**config.mk**
```make
export PLATFORM = sky130hd
export DESIGN_NAME = ram_writer
export DESIGN_NICKNAME = d
export VERILOG_FILES = /design/src/rtl/ddr_pkg.sv /design/src/rtl/ram_burst_packer.sv /design/src/rtl/ram_writer.sv
export SDC_FILE = /design/constraint.sdc
export NUM_CORES = 1
export LEC_CHECK = 0
export ABC_CLOCK_PERIOD_IN_PS = 2850
export BUFFER_PORTS_ARGS = -buffer_cell sky130_fd_sc_hd__buf_2
export CORE_MARGIN = 2
export CORE_UTILIZATION = 56
export CTS_BUF_LIST = sky130_fd_sc_hd__clkbuf_16
export DETAILED_ROUTE_END_ITERATION = 10
export PLACE_DENSITY = 0.8
export SYNTH_ARGS = -nofsm -noshare
export SYNTH_HDL_FRONTEND = slang
export SYNTH_SLANG_ARGS = --single-unit
```
**constraint.sdc**
```tcl
create_clock -name clk -period 2.85 [get_ports clk]
set_clock_uncertainty 0.05 [all_clocks]
set_input_delay 0.57 -clock clk [delete_from_list [all_inputs] [get_ports clk]]
set_output_delay 0.57 -clock clk [all_outputs]
set_load 0.05 [all_outputs]
```
**src/rtl/ddr_pkg.sv**
```systemverilog
// Shared DDR3 MIG-side definitions for the burst reader and writer.
// A burst is 8 x 16-bit words carried as two 64-bit UI beats, upper half first.
package ddr_pkg;
  localparam int BURST_WORDS  = 8;
  localparam int WORD_W       = 16;
  localparam int UI_DATA_W    = 64;
  localparam int ADDR_W       = 27;
  localparam int BURST_ADDR_W = ADDR_W - 3;
  localparam int BUF_W        = BURST_WORDS * WORD_W;

  localparam logic [2:0] CMD_WRITE = 3'b000;
  localparam logic [2:0] CMD_READ  = 3'b001;

  typedef enum logic [2:0] {
    WR_IDLE,
    WR_FILL,
    WR_DATA0,
    WR_DATA1,
    WR_CMD
  } wr_state_e;

  // Byte mask for one beat from the valid bits of its four words (1 = byte not written).
  function automatic logic [7:0] beat_mask(input logic [3:0] word_valid);
    logic [7:0] m;
    for (int i = 0; i < 4; i++) begin
      m[2*i +: 2] = {2{~word_valid[i]}};
    end
    return m;
  endfunction
endpackage

```
**src/rtl/ram_burst_packer.sv**
```systemverilog
// Gathers 16-bit words into a 128-bit burst buffer with per-word valid bits
// and presents the selected 64-bit beat with its byte mask.
module ram_burst_packer
  import ddr_pkg::*;
(
  input  logic                   clk,
  input  logic                   reset,
  input  logic                   wr_en_i,
  input  logic [2:0]             wr_word_i,
  input  logic [WORD_W-1:0]      wr_data_i,
  input  logic                   clear_i,
  input  logic                   beat_sel_i,
  output logic                   full_next_o,
  output logic [UI_DATA_W-1:0]   beat_data_o,
  output logic [7:0]             beat_mask_o
);
  logic [BUF_W-1:0]       buf_q, buf_d;
  logic [BURST_WORDS-1:0] valid_q, valid_d;

  always_comb begin
    buf_d   = buf_q;
    valid_d = valid_q;
    if (clear_i) begin
      valid_d = '0;
    end
    if (wr_en_i) begin
      buf_d[wr_word_i*WORD_W +: WORD_W] = wr_data_i;
      valid_d[wr_word_i]                = 1'b1;
    end
  end

  always_ff @(posedge clk) begin
    if (reset) begin
      buf_q   <= '0;
      valid_q <= '0;
    end else begin
      buf_q   <= buf_d;
      valid_q <= valid_d;
    end
  end

  assign full_next_o = &valid_d;

  // Beat 0 carries words 7..4, matching the reader's load order.
  assign beat_data_o = beat_sel_i ? buf_q[UI_DATA_W-1:0] : buf_q[BUF_W-1:UI_DATA_W];
  assign beat_mask_o = beat_sel_i ? beat_mask(valid_q[3:0]) : beat_mask(valid_q[7:4]);
endmodule

```
**src/rtl/ram_writer.sv**
```systemverilog
// Word-write gatherer issuing masked two-beat DDR3 writes through the MIG UI.
// Optional idle auto-flush is enabled by defining WRITER_TIMEOUT_EN.
module ram_writer
  import ddr_pkg::*;
#(
  parameter int FLUSH_TIMEOUT = 255
) (
  input  logic                  clk,
  input  logic                  reset,
  input  logic                  wr_valid,
  output logic                  wr_ready,
  input  logic [ADDR_W-1:0]     wr_address,
  input  logic [WORD_W-1:0]     wr_data,
  input  logic                  flush,
  output logic                  busy,
  output logic [ADDR_W-1:0]     ram_address,
  output logic [2:0]            ram_cmd,
  output logic                  ram_en,
  input  logic                  ram_rdy,
  output logic [UI_DATA_W-1:0]  ram_wdf_data,
  output logic [7:0]            ram_wdf_mask,
  output logic                  ram_wdf_wren,
  output logic                  ram_wdf_end,
  input  logic                  ram_wdf_rdy
);
  // Handshake: a word transfers on a rising clk edge where wr_valid & wr_ready;
  // ram_en/ram_rdy and ram_wdf_wren/ram_wdf_rdy likewise, with outputs held while not accepted.
  wr_state_e               state_q, state_d;
  logic [BURST_ADDR_W-1:0] burst_q, burst_d;
  logic                    same_burst, accept, full_next, timeout_hit;
  logic                    clear, beat_sel;
  logic [7:0]              beat_mask_w;

  assign same_burst = (wr_address[ADDR_W-1:3] == burst_q);
  assign wr_ready   = (state_q == WR_IDLE) | ((state_q == WR_FILL) & same_burst);
  assign accept     = wr_valid & wr_ready;

`ifdef WRITER_TIMEOUT_EN
  localparam int TO_W = $clog2(FLUSH_TIMEOUT + 1);
  logic [TO_W-1:0] idle_cnt_q, idle_cnt_d;

  always_comb begin
    idle_cnt_d = '0;
    if ((state_q == WR_FILL) && !accept) begin
      idle_cnt_d = idle_cnt_q + 1'b1;
    end
  end

  always_ff @(posedge clk) begin
    if (reset) idle_cnt_q <= '0;
    else       idle_cnt_q <= idle_cnt_d;
  end

  // Fires in the cycle the count reaches FLUSH_TIMEOUT, so DATA0 follows that edge.
  assign timeout_hit = (state_q == WR_FILL) && !accept &&
                       (idle_cnt_q == TO_W'(FLUSH_TIMEOUT - 1));
`else
  logic unused_timeout;
  assign unused_timeout = ^FLUSH_TIMEOUT;
  assign timeout_hit    = 1'b0;
`endif

  always_comb begin
    state_d      = state_q;
    burst_d      = burst_q;
    ram_en       = 1'b0;
    ram_wdf_wren = 1'b0;
    ram_wdf_end  = 1'b0;
    clear        = 1'b0;
    beat_sel     = 1'b0;
    case (state_q)
      WR_IDLE: begin
        if (accept) begin
          burst_d = wr_address[ADDR_W-1:3];
          state_d = WR_FILL;
        end
      end
      WR_FILL: begin
        if ((wr_valid && !same_burst) || flush || timeout_hit || (accept && full_next)) begin
          state_d = WR_DATA0;
        end
      end
      WR_DATA0: begin
        ram_wdf_wren = 1'b1;
        if (ram_wdf_rdy) state_d = WR_DATA1;
      end
      WR_DATA1: begin
        ram_wdf_wren = 1'b1;
        ram_wdf_end  = 1'b1;
        beat_sel     = 1'b1;
        if (ram_wdf_rdy) state_d = WR_CMD;
      end
      WR_CMD: begin
        ram_en = 1'b1;
        if (ram_rdy) begin
          clear   = 1'b1;
          state_d = WR_IDLE;
        end
      end
      default: state_d = WR_IDLE;
    endcase
  end

  always_ff @(posedge clk) begin
    if (reset) begin
      state_q <= WR_IDLE;
      burst_q <= '0;
    end else begin
      state_q <= state_d;
      burst_q <= burst_d;
    end
  end

  ram_burst_packer u_packer (
    .clk         (clk),
    .reset       (reset),
    .wr_en_i     (accept),
    .wr_word_i   (wr_address[2:0]),
    .wr_data_i   (wr_data),
    .clear_i     (clear),
    .beat_sel_i  (beat_sel),
    .full_next_o (full_next),
    .beat_data_o (ram_wdf_data),
    .beat_mask_o (beat_mask_w)
  );

  assign ram_wdf_mask = ram_wdf_wren ? beat_mask_w : 8'hFF;
  assign ram_address  = {burst_q, 3'b000};
  assign ram_cmd      = CMD_WRITE;
  assign busy         = (state_q != WR_IDLE);
endmodule

```
==> results.tsv <==
stage	metric	value	unit
run_status	status	completed	
place	DP HPWL	12330	µm
floorplan	# IOs	156	
sta	final slew viol count	0	
clock_network	Root Driver	clkbuf_16	
clock_network	Resized cells post-CTS	0	
job	total of max-cap violations	0	
drt	Post-DRT Antenna Nets	0	
drt	Initial DRT Pass Iterations	5	
synth	Avg Inst Size Synth	9.658	µm²
sta	Slew Limit Headroom	0.4913	
drt	via count	6135	
synth	Synth Warn #	0	
worst_setup_path	worst reg2reg startpoint	burst_q[8]	
pwr	Tot Pwr	0.006273	W
worst_setup_path	FF-to-FF setup slack	0.46	ns
clock_network	Skew-Pair Late Insertion Delay	0.42	ns
worst_hold_path	Hold EP	burst_q[9]	
synth	post-synthesis async set-or-reset flop share	0	
sta	Tmin final	2.719	ns
worst_setup_path	CP Capture Type	primary output	
worst_setup_path	CP Max Fanout	20	
global_route	vias in the first global route	5701	
global_route	largest net degree at the start of global routing	85	
place	Final Wtd Congestion	0.7857	
floorplan	Die Area	15220	µm²
drt	Iteration-0 DRC Markers	335	
sta	Hold Vio Cnt, Final	0	
floorplan	Die Y	123.4	µm
worst_setup_path	CP peak stage delay	0.46	ns
clock_network	Longest Clk Path Bufs	2	
clock_network	Setup Buffers After CTS	0	
sta	# setup viols final	0	
synth	count leader, synth	dfxtp_1	
layout	proportion of layout cells with a drive suffix above 1	0.2887	
drt	final WL	18420	µm
synth	Commonest cells post-synth	163 x dfxtp_1, 130 x mux2i_1, 121 x nor2_1	
floorplan	Core Rows	43	
clock_network	CTS tree	built	
worst_setup_path	critical path class	reg -> out	
sta	Period Utilization, post-route	0.9541	
clock_network	hold_buf cts	0	
global_route	GR Util All Layers	0.2430	
layout	nets@finish	1012	
layout	Util after Layout	0.6790	
sta	FMAX	0.3677	GHz
synth	top cell type's share of synthesized area	0.4090	
clock_network	CTS sink count	163	
clock_network	CTS H-tree depth	4	
pwr	leakage	3.888	nW
clock_network	TritonCTS buffer count	17	
synth	largest cells by area after synthesis	dfxtp_1 41%, mux2i_1 16%, mux2_2 9.7%, nor2_1 5.7%, nand2_1 3.3%	
worst_hold_path	Hold/Removal Path Class	in -> reg	
layout	non-filler cells, final	1150	
place	Cells after DPL	1119	
drt	WL/cell	16.02	µm
synth	sequential element share of the synthesized area	0.4090	
synth	EDFF count, synth	0	
worst_setup_path	Reg-to-Reg End	u_packer.buf_q[8]	
synth	count of state elements after synthesis	163	
floorplan	initial core utilization	0.5747	
sta	setup TNS	0	ns
worst_setup_path	crit path launch type	register	
floorplan	core box area	13880	µm²
pwr	pwr/cell area	665.5	nW/µm²
layout	Antenna Cells	0	
global_route	first-pass GRT wire length	28460	µm
place	I/O Buffers	149	
worst_setup_path	WP data arrival	2.10	ns
synth	Synth cell types	42	
drt	DRC Markers	0	
clock_network	Worst-path clk slew	0.06	ns
synth	mapped cell area	7978	µm²
global_route	GRT Residual Overflow	0	
synth	Post-synth top flop	dfxtp_1	
worst_setup_path	Worst Path Required	2.23	ns
sta	pin slew with the least headroom to its limit	0.7603	ns
synth	Yosys top cell by area	dfxtp_1	
worst_setup_path	Critical Path, Cell by Cell	nor2b_1 > nand2_4 > buf_12 > mux2_2 > buf_2	
worst_setup_path	reg2reg path depth	9	
global_route	initial antenna violation count	0	
worst_setup_path	CP max-delay cell	dfxtp_1	
layout	Area Overhead vs Synth	18.15	%
synth	Synth Instances	826	
worst_hold_path	hold path startpoint	wr_address[12]	
worst_hold_path	hold path depth	3	
floorplan	Chip Width	123.4	µm
pwr	worst vdd ir	436.2	µV
drt	Via density	5.335	
## worst max-delay path by stage
stage / start / to / slack (ns) / cells after the start
2_1_floorplan: state_q[1] / ram_wdf_data[25] / 0.12 / 6
3_3_place_gp: wr_address[11] / u_packer.buf_q[4] / 0.18 / 10
3_5_place_dp: wr_address[11] / u_packer.buf_q[14] / 0.16 / 10
4_1_cts: state_q[0] / ram_wdf_data[32] / 0.02 / 4
5_1_grt: burst_q[8] / wr_ready / -0.003 / 6
6_report: state_q[1] / ram_wdf_data[0] / 0.13 / 5
## kinds of logic after synthesis
| logic type | after synthesis | share of synthesized area |
|---|---|---|
| flip-flops | 163 | 0.4090 |
| multiplexers | 199 | 0.2605 |
| AND/OR/NAND/NOR | 311 | 0.1877 |
| AO/OA/AOI/OAI | 53 | 0.04752 |
| adder cells (fa/ha/maj) | 5 | 0.007842 |
| buffers and inverters | 70 | 0.06054 |
| other | 1 | 0.0004701 |
| XOR/XNOR | 24 | 0.02635 |
## sequential cells by signal (all words and copies together) (netlist names)
signal,flops
burst_q,24
state_q,3
u_packer.buf_q,128
u_packer.valid_q,8
## per-layer routing
layer	vias up	routed length, µm	track usage
met3	32	986	0.05996
li1	3036	-	-
met5	-	0	0
met4	0	450	0.09162
met1	2910	8207	0.3126
met2	157	8778	0.3942
## layout make-up
type	instances	area (µm²)
inverters	6	22.52
well taps	180	225.2
flip-flops and latches	163	3264
fillers	1101	4456
clock inverters	14	145.1
repair buffers	172	1071
multi-input cells	598	4272
clock buffers	17	425.4
## per-stage QoR
step	instance area [µm²]	hold WS [ns]	setup WS, ns
2_1_floorplan	8001	0.3962	0.1169
3_3_place_gp	8840	0.4081	0.1790
3_5_place_dp	8840	0.4112	0.1587
4_1_cts	9410	0.3380	0.02245
5_1_grt	9425	0.3477	-0.002629
6_report	9425	0.3538	0.1307
## worst max-delay path, delay by kind of cell (launching register included)
family	cells	cell delay (ns)
simple gates	2	0.48
flops	1	0.46
buf+inv	2	0.43
mux	1	0.30
## report_power, final
part	switching (W)	total [W]	leakage (nW)	internal, W
clock network	0.000888	0.00224	0.285	0.00135
logic	0.00103	0.00153	2.28	0.000500
registers	0.000117	0.00251	1.32	0.00239
## cell usage in the layout, fill, tap and decap left out, types with 4 or more instances in the layout
cell type,count
a21oi_1,32
conb_1,6
clkinv_1,5
nand3_1,4
nand3b_1,4
nor2_1,121
xnor2_1,24
buf_2,148
nand2b_1,33
buf_12,12
nor3_1,5
and2_1,37
nand4_1,13
mux2_2,69
buf_4,12
inv_1,7
ha_1,5
mux2i_1,130
dfxtp_1,162
a21oi_4,7
clkbuf_16,17
and3_1,13
nand2_1,69
Note: power is estimated with default switching activity, not from simulation.
